**src/rtl/sdram_fill_pkg.sv**
```systemverilog
// Shared types and default widths for the SDRAM fill engine and the capture top.
package sdram_fill_pkg;

  localparam int DEF_DATA_W  = 256;
  localparam int DEF_ADDR_W  = 27;
  localparam int DEF_BURST_W = 8;

  typedef enum logic [1:0] {
    IDLE  = 2'd0,
    WAIT  = 2'd1,
    BURST = 2'd2
  } fill_state_e;

endpackage

```
**src/rtl/sdram_fill_engine_if.sv**
```systemverilog
// Avalon-MM write-burst bus between the fill engine (master) and the SDRAM controller (slave).
interface sdram_fill_engine_if #(
  parameter int DATA_W  = sdram_fill_pkg::DEF_DATA_W,
  parameter int ADDR_W  = sdram_fill_pkg::DEF_ADDR_W,
  parameter int BURST_W = sdram_fill_pkg::DEF_BURST_W
);
  logic [ADDR_W-1:0]   sdram_address;
  logic [BURST_W-1:0]  sdram_burstcount;
  logic                sdram_waitrequest;
  logic                sdram_write;
  logic                sdram_read;
  logic [DATA_W-1:0]   sdram_writedata;
  logic [DATA_W/8-1:0] sdram_byteenable;

  modport master (
    output sdram_address, sdram_burstcount, sdram_write, sdram_read,
           sdram_writedata, sdram_byteenable,
    input  sdram_waitrequest
  );

  modport slave (
    input  sdram_address, sdram_burstcount, sdram_write, sdram_read,
           sdram_writedata, sdram_byteenable,
    output sdram_waitrequest
  );
endinterface

```
**src/rtl/sdram_fill_burst_len.sv**
```systemverilog
// Combinational burst sizing: launch-time clamp of the requested length,
// clip of the next burst at the window end, and the flush length.
module sdram_fill_burst_len #(
  parameter int ADDR_W    = 27,
  parameter int BURST_W   = 8,
  parameter int LEVEL_W   = 10,
  parameter int MAX_BURST = 16
) (
  input  logic [BURST_W-1:0] req_burst,
  input  logic [BURST_W-1:0] cfg_burst,
  input  logic [ADDR_W-1:0]  addr,
  input  logic [ADDR_W-1:0]  end_addr,
  input  logic [LEVEL_W-1:0] level,
  output logic [BURST_W-1:0] clamped,
  output logic [BURST_W-1:0] len,
  output logic               level_ok,
  output logic [BURST_W-1:0] flush_len,
  output logic               level_nz
);
  // Common compare width wide enough for level, window span and burst length.
  localparam int AW1 = ADDR_W + 1;
  localparam int CW0 = (LEVEL_W > AW1) ? LEVEL_W : AW1;
  localparam int CW  = (BURST_W > CW0) ? BURST_W : CW0;

  logic [CW-1:0] remain;
  logic [CW-1:0] len_w;

  // Requested length forced into 1..MAX_BURST.
  always_comb begin
    if (req_burst == '0)
      clamped = BURST_W'(1);
    else if (req_burst > BURST_W'(MAX_BURST))
      clamped = BURST_W'(MAX_BURST);
    else
      clamped = req_burst;
  end

  // Beats left in the window bound the burst; a flush takes whatever is upstream,
  // which is always shorter than len when it is used.
  always_comb begin
    remain    = CW'(end_addr) - CW'(addr) + CW'(1);
    len_w     = (remain < CW'(cfg_burst)) ? remain : CW'(cfg_burst);
    len       = BURST_W'(len_w);
    level_ok  = CW'(level) >= len_w;
    flush_len = BURST_W'(level);
    level_nz  = |level;
  end
endmodule

```
**src/rtl/sdram_fill_engine.sv**
```systemverilog
// SDRAM write-fill engine: drains a show-ahead stream into an address window
// with Avalon-MM burst writes. Optional circular fill: SDRAM_FILL_WRAP_EN.
module sdram_fill_engine
  import sdram_fill_pkg::*;
#(
  parameter int DATA_W    = DEF_DATA_W,
  parameter int ADDR_W    = DEF_ADDR_W,
  parameter int BURST_W   = DEF_BURST_W,
  parameter int MAX_BURST = 16,
  parameter int LEVEL_W   = 10
) (
  input  logic               sdram_clk,
  input  logic               rst,
  input  logic [DATA_W-1:0]  in_data,
  input  logic               in_valid,
  input  logic [LEVEL_W-1:0] in_level,
  output logic               in_ready,
  input  logic               fill_launch,
  input  logic               fill_terminate,
  input  logic               fill_wrap,
  input  logic [ADDR_W-1:0]  fill_addr_start,
  input  logic [ADDR_W-1:0]  fill_addr_end,
  input  logic [BURST_W-1:0] fill_burst,
  output logic               fill_running,
  output logic               fill_done,
  output logic               fill_wrapped,
  output logic [ADDR_W-1:0]  fill_addr_last,
  sdram_fill_engine_if.master avm
);
  fill_state_e        state_q, state_d;
  logic               launch_q, terminate_q;
  logic [ADDR_W-1:0]  start_q, start_d, end_q, end_d, addr_q, addr_d;
  logic [ADDR_W-1:0]  address_q, address_d, last_q, last_d;
  logic [BURST_W-1:0] cfg_burst_q, cfg_burst_d, beats_q, beats_d, burstcount_q, burstcount_d;
  logic               write_q, write_d, done_q, done_d, running_q, running_d;
  logic               wrapped_q, wrapped_d, wrap_q, wrap_d;
  logic               wrap_en, accept;
  logic [BURST_W-1:0] clamped, len, flush_len;
  logic               level_ok, level_nz;
  logic               unused_inputs;

`ifdef SDRAM_FILL_WRAP_EN
  assign wrap_en = fill_wrap;
`else
  assign wrap_en = 1'b0;
`endif
  // The stream is trusted through in_level, so in_valid carries no extra information.
  assign unused_inputs = ^{in_valid, fill_wrap};

  sdram_fill_burst_len #(
    .ADDR_W(ADDR_W), .BURST_W(BURST_W), .LEVEL_W(LEVEL_W), .MAX_BURST(MAX_BURST)
  ) u_len (
    .req_burst(fill_burst), .cfg_burst(cfg_burst_q), .addr(addr_q), .end_addr(end_q),
    .level(in_level), .clamped(clamped), .len(len), .level_ok(level_ok),
    .flush_len(flush_len), .level_nz(level_nz)
  );

  assign accept = write_q & ~avm.sdram_waitrequest;

  // Next-state and registered-output computation for the IDLE/WAIT/BURST controller.
  always_comb begin
    state_d      = state_q;
    start_d      = start_q;
    end_d        = end_q;
    addr_d       = addr_q;
    address_d    = address_q;
    last_d       = last_q;
    cfg_burst_d  = cfg_burst_q;
    beats_d      = beats_q;
    burstcount_d = burstcount_q;
    write_d      = write_q;
    wrapped_d    = wrapped_q;
    wrap_d       = wrap_q;
    done_d       = 1'b0;
    case (state_q)
      IDLE: begin
        if (launch_q) begin
          start_d     = fill_addr_start;
          end_d       = fill_addr_end;
          addr_d      = fill_addr_start;
          cfg_burst_d = clamped;
          wrap_d      = wrap_en;
          wrapped_d   = 1'b0;
          if (fill_addr_end < fill_addr_start)
            done_d = 1'b1;
          else
            state_d = WAIT;
        end
      end
      WAIT: begin
        if (level_ok) begin
          state_d      = BURST;
          write_d      = 1'b1;
          address_d    = addr_q;
          burstcount_d = len;
          beats_d      = len;
        end else if (terminate_q && level_nz) begin
          state_d      = BURST;
          write_d      = 1'b1;
          address_d    = addr_q;
          burstcount_d = flush_len;
          beats_d      = flush_len;
        end else if (terminate_q) begin
          state_d = IDLE;
          done_d  = 1'b1;
        end
      end
      BURST: begin
        // addr_q walks with the beats so it already points past the burst at the end.
        if (accept) begin
          last_d  = addr_q;
          addr_d  = addr_q + ADDR_W'(1);
          beats_d = beats_q - BURST_W'(1);
          if (beats_q == BURST_W'(1)) begin
            write_d = 1'b0;
            if (addr_q == end_q) begin
              if (wrap_q) begin
                addr_d    = start_q;
                wrapped_d = 1'b1;
                state_d   = WAIT;
              end else begin
                state_d = IDLE;
                done_d  = 1'b1;
              end
            end else begin
              state_d = WAIT;
            end
          end
        end
      end
      default: state_d = IDLE;
    endcase
    running_d = (state_d != IDLE);
  end

  // All engine state; reset abandons any burst in progress immediately.
  always_ff @(posedge sdram_clk or posedge rst) begin
    if (rst) begin
      state_q      <= IDLE;
      launch_q     <= 1'b0;
      terminate_q  <= 1'b0;
      start_q      <= '0;
      end_q        <= '0;
      addr_q       <= '0;
      address_q    <= '0;
      last_q       <= '0;
      cfg_burst_q  <= '0;
      beats_q      <= '0;
      burstcount_q <= '0;
      write_q      <= 1'b0;
      done_q       <= 1'b0;
      running_q    <= 1'b0;
      wrapped_q    <= 1'b0;
      wrap_q       <= 1'b0;
    end else begin
      state_q      <= state_d;
      launch_q     <= fill_launch;
      terminate_q  <= fill_terminate;
      start_q      <= start_d;
      end_q        <= end_d;
      addr_q       <= addr_d;
      address_q    <= address_d;
      last_q       <= last_d;
      cfg_burst_q  <= cfg_burst_d;
      beats_q      <= beats_d;
      burstcount_q <= burstcount_d;
      write_q      <= write_d;
      done_q       <= done_d;
      running_q    <= running_d;
      wrapped_q    <= wrapped_d;
      wrap_q       <= wrap_d;
    end
  end

  assign in_ready             = accept;
  assign fill_running         = running_q;
  assign fill_done            = done_q;
  assign fill_wrapped         = wrapped_q;
  assign fill_addr_last       = last_q;
  assign avm.sdram_address    = address_q;
  assign avm.sdram_burstcount = burstcount_q;
  assign avm.sdram_write      = write_q;
  assign avm.sdram_read       = 1'b0;
  assign avm.sdram_writedata  = in_data;
  assign avm.sdram_byteenable = '1;
endmodule

```
**src/flat_wrapper.sv**
```systemverilog
// flat-port wrapper written by rule: the top's interface ports become plain ports
module sdram_fill_engine_flat import sdram_fill_pkg::*;
#(
  parameter int DATA_W    = DEF_DATA_W,
  parameter int ADDR_W    = DEF_ADDR_W,
  parameter int BURST_W   = DEF_BURST_W,
  parameter int MAX_BURST = 16,
  parameter int LEVEL_W   = 10
)
  (sdram_clk, rst, in_data, in_valid, in_level, in_ready, fill_launch, fill_terminate, fill_wrap, fill_addr_start, fill_addr_end, fill_burst, fill_running, fill_done, fill_wrapped, fill_addr_last, avm_sdram_address, avm_sdram_burstcount, avm_sdram_write, avm_sdram_read, avm_sdram_writedata, avm_sdram_byteenable, avm_sdram_waitrequest);
  sdram_fill_engine_if #(.DATA_W(DATA_W), .ADDR_W(ADDR_W), .BURST_W(BURST_W)) avm_i ();
  input  logic sdram_clk;
  input  logic rst;
  input  logic [DATA_W-1:0] in_data;
  input  logic in_valid;
  input  logic [LEVEL_W-1:0] in_level;
  output logic in_ready;
  input  logic fill_launch;
  input  logic fill_terminate;
  input  logic fill_wrap;
  input  logic [ADDR_W-1:0] fill_addr_start;
  input  logic [ADDR_W-1:0] fill_addr_end;
  input  logic [BURST_W-1:0] fill_burst;
  output logic fill_running;
  output logic fill_done;
  output logic fill_wrapped;
  output logic [ADDR_W-1:0] fill_addr_last;
  output wire logic [$bits(avm_i.sdram_address)-1:0] avm_sdram_address;
  output wire logic [$bits(avm_i.sdram_burstcount)-1:0] avm_sdram_burstcount;
  output wire logic [$bits(avm_i.sdram_write)-1:0] avm_sdram_write;
  output wire logic [$bits(avm_i.sdram_read)-1:0] avm_sdram_read;
  output wire logic [$bits(avm_i.sdram_writedata)-1:0] avm_sdram_writedata;
  output wire logic [$bits(avm_i.sdram_byteenable)-1:0] avm_sdram_byteenable;
  input wire logic [$bits(avm_i.sdram_waitrequest)-1:0] avm_sdram_waitrequest;
  assign avm_sdram_address = avm_i.sdram_address;
  assign avm_sdram_burstcount = avm_i.sdram_burstcount;
  assign avm_sdram_write = avm_i.sdram_write;
  assign avm_sdram_read = avm_i.sdram_read;
  assign avm_sdram_writedata = avm_i.sdram_writedata;
  assign avm_sdram_byteenable = avm_i.sdram_byteenable;
  assign avm_i.sdram_waitrequest = avm_sdram_waitrequest;
  sdram_fill_engine #(.DATA_W(DATA_W), .ADDR_W(ADDR_W), .BURST_W(BURST_W), .MAX_BURST(MAX_BURST), .LEVEL_W(LEVEL_W)) u_core (.sdram_clk(sdram_clk), .rst(rst), .in_data(in_data), .in_valid(in_valid), .in_level(in_level), .in_ready(in_ready), .fill_launch(fill_launch), .fill_terminate(fill_terminate), .fill_wrap(fill_wrap), .fill_addr_start(fill_addr_start), .fill_addr_end(fill_addr_end), .fill_burst(fill_burst), .fill_running(fill_running), .fill_done(fill_done), .fill_wrapped(fill_wrapped), .fill_addr_last(fill_addr_last), .avm(avm_i));
endmodule
```
**config.mk**
```make
export PLATFORM = sky130hd
export DESIGN_NAME = sdram_fill_engine_flat
export DESIGN_NICKNAME = d
export VERILOG_FILES = /design/src/rtl/sdram_fill_pkg.sv /design/src/rtl/sdram_fill_engine_if.sv /design/src/rtl/sdram_fill_burst_len.sv /design/src/rtl/sdram_fill_engine.sv /design/src/flat_wrapper.sv
export SDC_FILE = /design/constraint.sdc
export NUM_CORES = 1
export LEC_CHECK = 0
export ABC_CLOCK_PERIOD_IN_PS = 7700
export BUFFER_PORTS_ARGS = -buffer_cell sky130_fd_sc_hd__buf_2
export CAP_MARGIN = 0
export CELL_PAD_IN_SITES_DETAIL_PLACEMENT = 1
export CELL_PAD_IN_SITES_GLOBAL_PLACEMENT = 1
export CORE_AREA = 5 5 263 265
export CTS_CLUSTER_SIZE = 8
export DETAILED_ROUTE_END_ITERATION = 10
export DIE_AREA = 0 0 268 270
export PLACE_DENSITY = 0.52
export SLEW_MARGIN = 40
export SYNTH_ARGS = -nofsm -noshare
export SYNTH_HDL_FRONTEND = slang
export SYNTH_HIERARCHICAL = 1
export SYNTH_SLANG_ARGS = --single-unit
```
**constraint.sdc**
```tcl
create_clock -name sdram_clk -period 7.7 [get_ports sdram_clk]
set_input_delay 1.155 -clock sdram_clk [delete_from_list [all_inputs] [get_ports sdram_clk]]
set_output_delay 1.155 -clock sdram_clk [all_outputs]
set_load 0.02 [all_outputs]
```
==> impl_summary.txt <==
----------------------------------------------------
[Status]
  Run status ... finished clean

[Clock network]
  Buffers inserted during post-CTS setup optimization ... 0
  Hold-fix buffers, CTS ... 0
  Clock tree from TritonCTS ... yes
  Clock transition at the registers of the reported paths ... 70 ps
  CTS Buf Count ... 17
  TritonCTS Sinks ... 139
  Library cell used as clock root buffer ... clkbuf_16
  Count of instances resized after the clock tree is built ... 0
  H-tree level count ... 4
  Number of buffers on the longest clock path ... 2
  Clock Latency Late Sink ... 450 ps

[Route]
  Top layer reached by signal wires ... met5
  DRC violation total after the first TritonRoute iteration ... 365
  Post-DRT Antenna Nets ... 0
  Routed wire per std cell ... about 18 um
  Drc violations ... 0
  M1 wire length ... about 17 mm
  First-pass iteration count of the detailed router ... 4
  Final wirelength ... 39.8 mm
  Detail Route met2 WL ... 19.7 mm
  Routed via count ... 9061
  Detail-routed via count per cell ... ~4.1
  Met3 wirelength from detailed routing ... 1.86 mm

[STA]
  Unrepaired setup endpoints after global routing ... no
  Clock tree skew after final layout ... 13.1 ps
  Final max-slew violation count ... 0
  Sum Neg Setup Slack ... 0 ps
  Min Hold Slack ... between 400 and 500 ps
  Count of endpoints failing setup in the final report ... 0
  Worst-Margin Slew ... 803 ps
  Highest clock rate ... 138 MHz
  Minimum clock period after layout ... 7240 ps
  Relative slew margins ... 46.0%
  Number of hold violations in the final report ... 0
  Final clock period utilization by the worst path ... 94.0%

[Setup path]
  Destination of the worst register-to-register timing path ... u_core/fill_done
  Crit start category ... flip-flop
  Critical path type ... flip-flop to flip-flop
  Reg2reg setup slack ... about 460 ps
  Most repeated library cell on the critical path ... a21o_1
  Startpoint of the lowest-slack register-to-register path ... u_core/end_q[1]
  Length in cells of the worst reg-to-reg path ... 32
  Crit path arrival time ... 7620 ps
  Highest fanout seen on the critical path ... 9
  Capturing element type of the critical path ... flip-flop
  Highest cell delay on the worst timing path ... 530 ps
  Required time worst endpoint ... 8080 ps
  Cell with the largest stage delay on the worst path ... or4_4

[Power]
  Power density relative to cell area ... 493 nW/um^2
  Overall power after layout ... 6.02 mW
  Maximum VDD drop ... roughly 0.20 mV
  P_leak ... 5.77 nW

[Yosys]
  Summed instance area of the synthesized netlist ... 12000 um^2
  Netlist cell types ... 72
  Synth cell count leaders ... 303 x buf_4, 242 x nand2_1, 139 x dfrtp_1
  Most frequently used cell type in the post-synthesis netlist ... buf_4
  Number of flops mapped to enable cells by yosys ... 0
  Yosys top cell by area ... dfrtp_1
  Avg Synthesized Cell Area ... 8.28 um^2
  Post-synth top flop ... dfrtp_1
  Number of synthesized register bits ... ~140
  Yosys warnings ... 6
  Ranking of synthesized cells by area ... dfrtp_1 29%, buf_4 19%, ha_1 10%
  Share of the synthesized area in the top cell type ... 29.1%
  Synth Instances ... between 1000 and 1500
  Post-synth ARST share ... 100%
  Fraction of the yosys area taken by sequential cells ... 29.1%

[Floorplanning]
  Boundary Pins ... ~700
  Height of the die ... 270 um
  Starting utilization of the core area ... 18.0%
  Total Die Area ... 72400 um^2
  Core ar. ... 66600 um^2
  Width of the chip ... 268 um
  Cell row count ... 95

[Global routing]
  Pin count of the biggest net entering global routing ... 72
  Number of global-route vias before repair ... between 10000 and 15000
  Overflow left after global routing ... 0
  Global-route wire length before repair ... 61.2 mm
  Initial antenna violation count ... 3
  Total global-route track usage ... ~11%

[Placement]
  Placed cell count ... 2164
  Routability congestion estimate from global placement ... 0.845
  DP Wirelength ... 31.7 mm
  Quantity of I/O buffers inserted on ports ... ~140
  Instance area after placement ... 11600 um^2

[Hold path]
  Number of stages on the worst hold path ... 2
  Startpoint of the lowest-slack hold path ... u_core/fill_addr_last[20]
  Worst min-delay path class ... flip-flop to flip-flop
  WHS Endpoint ... u_core/fill_addr_last[20]

[Final layout]
  Synth-to-Final Area Change ... 2.08%
  Number of nets in the layout ... 1745
  Count of fill cells added during filler insertion ... 8007
  Post-Layout Inst Area ... 12200 um^2
  Fraction of final layout cells with drive strength greater than 1 ... 19.3%
  Count of non-filler cells in the finished layout ... between 2000 and 2500

[Job]
  MaxCap Viol Count ... 0

----------------------------------------------------
## registers in the layout, indices dropped and copies added (netlist names)
register and count:
u_core/fill_running 1, u_core/addr_q 27, u_core/cfg_burst_q 8, u_core/terminate_q 1, u_core/state_q 2, u_core/beats_q 8
u_core/avm.sdram_address 27, u_core/avm.sdram_burstcount 8, u_core/avm.sdram_write 1, u_core/fill_addr_last 27, u_core/launch_q 1, u_core/end_q 27
u_core/fill_done 1
## cells by family (layout without fill, tap and decap cells)
kind of cell | count (synthesis) | count (layout) | synth area share, %
buffers and inverters | 434 | 278 | 23.4
and+or+nand+nor | 426 | 426 | 16.4
AOI/OAI and AO/OA | 246 | 246 | 12.6
DFF | 139 | 139 | 29.1
adders and majority gates | 100 | 100 | 10.5
muxes | 53 | 53 | 4.91
xor gates and xnor gates | 42 | 42 | 3.08
other | 4 | 40 | 0.125
## worst max-delay path: cells and delay by family, from the launching register on
family          cells  cell delay, ps
flops               1             380
buf+inv             3             320
compound gates     14            2270
xor+xnor            1             210
simple gates        8            2100
mux                 1             350
fa+ha+maj           5            1540
## worst max-delay path by stage
stage,start,to,slack (ps)
floorplan,u_core/addr_q[1],u_core/avm.sdram_address[10],840
global placement,u_core/end_q[1],u_core/beats_q[6],230
detailed placement,u_core/end_q[1],u_core/beats_q[6],110
CTS,u_core/end_q[1],u_core/beats_q[6],70
global route,u_core/end_q[1],u_core/fill_done,7
finish,u_core/end_q[1],u_core/fill_done,460
## final cells by class
cell class	count	area, um^2	area share (%)
Tap cell	873	1090	8.95
Antenna cell	1	2.50	0.0205
Inverter	80	305	2.50
Multi-Input combinational cell	906	5850	47.9
Sequential cell	139	3480	28.5
Clock buffer	20	437	3.58
Clock inverter	12	140	1.15
Timing Repair Buffer	166	907	7.43
## cell usage in the layout (no fill, tap or decap), types with 13 or more instances in the layout
cell type	Yosys	layout
buf_4	303	22
a21o_1	13	13
clkbuf_16	0	17
buf_2	14	142
mux2_2	33	33
nand2_1	242	242
o21ai_0	53	51
mux2i_1	17	17
xnor2_1	34	34
nand3_1	20	20
nor2_1	65	63
nand4_1	26	26
nor3_1	14	14
ha_1	99	99
dfrtp_1	139	139
inv_1	80	79
a21oi_1	96	96
conb_1	4	39
## through the flow
| step | util [%] | setup slack (ps) |
|---|---|---|
| after detailed placement | 17.5 | 112 |
| after global routing | 18.3 | 6.81 |
| after CTS | 18.3 | 71.4 |
| after floorplan | - | 843 |
| after global placement | 17.5 | 230 |
| final | 18.3 | 463 |
## where the power goes
part           leakage, nW  internal, mW  switching [mW]
clock network        0.272         0.481           0.361
logic                 3.82          1.42            2.32
registers             1.67          1.07           0.362
## per-layer routing
layer | GRT usage, % | vias to the layer above
met5 | 0.608 | -
met4 | 4.80 | 4
met3 | 2.53 | 124
met2 | 18.7 | 222
met1 | 12.6 | 4439
li1 | - | 4272
Note: power is estimated with default switching activity, not from simulation.
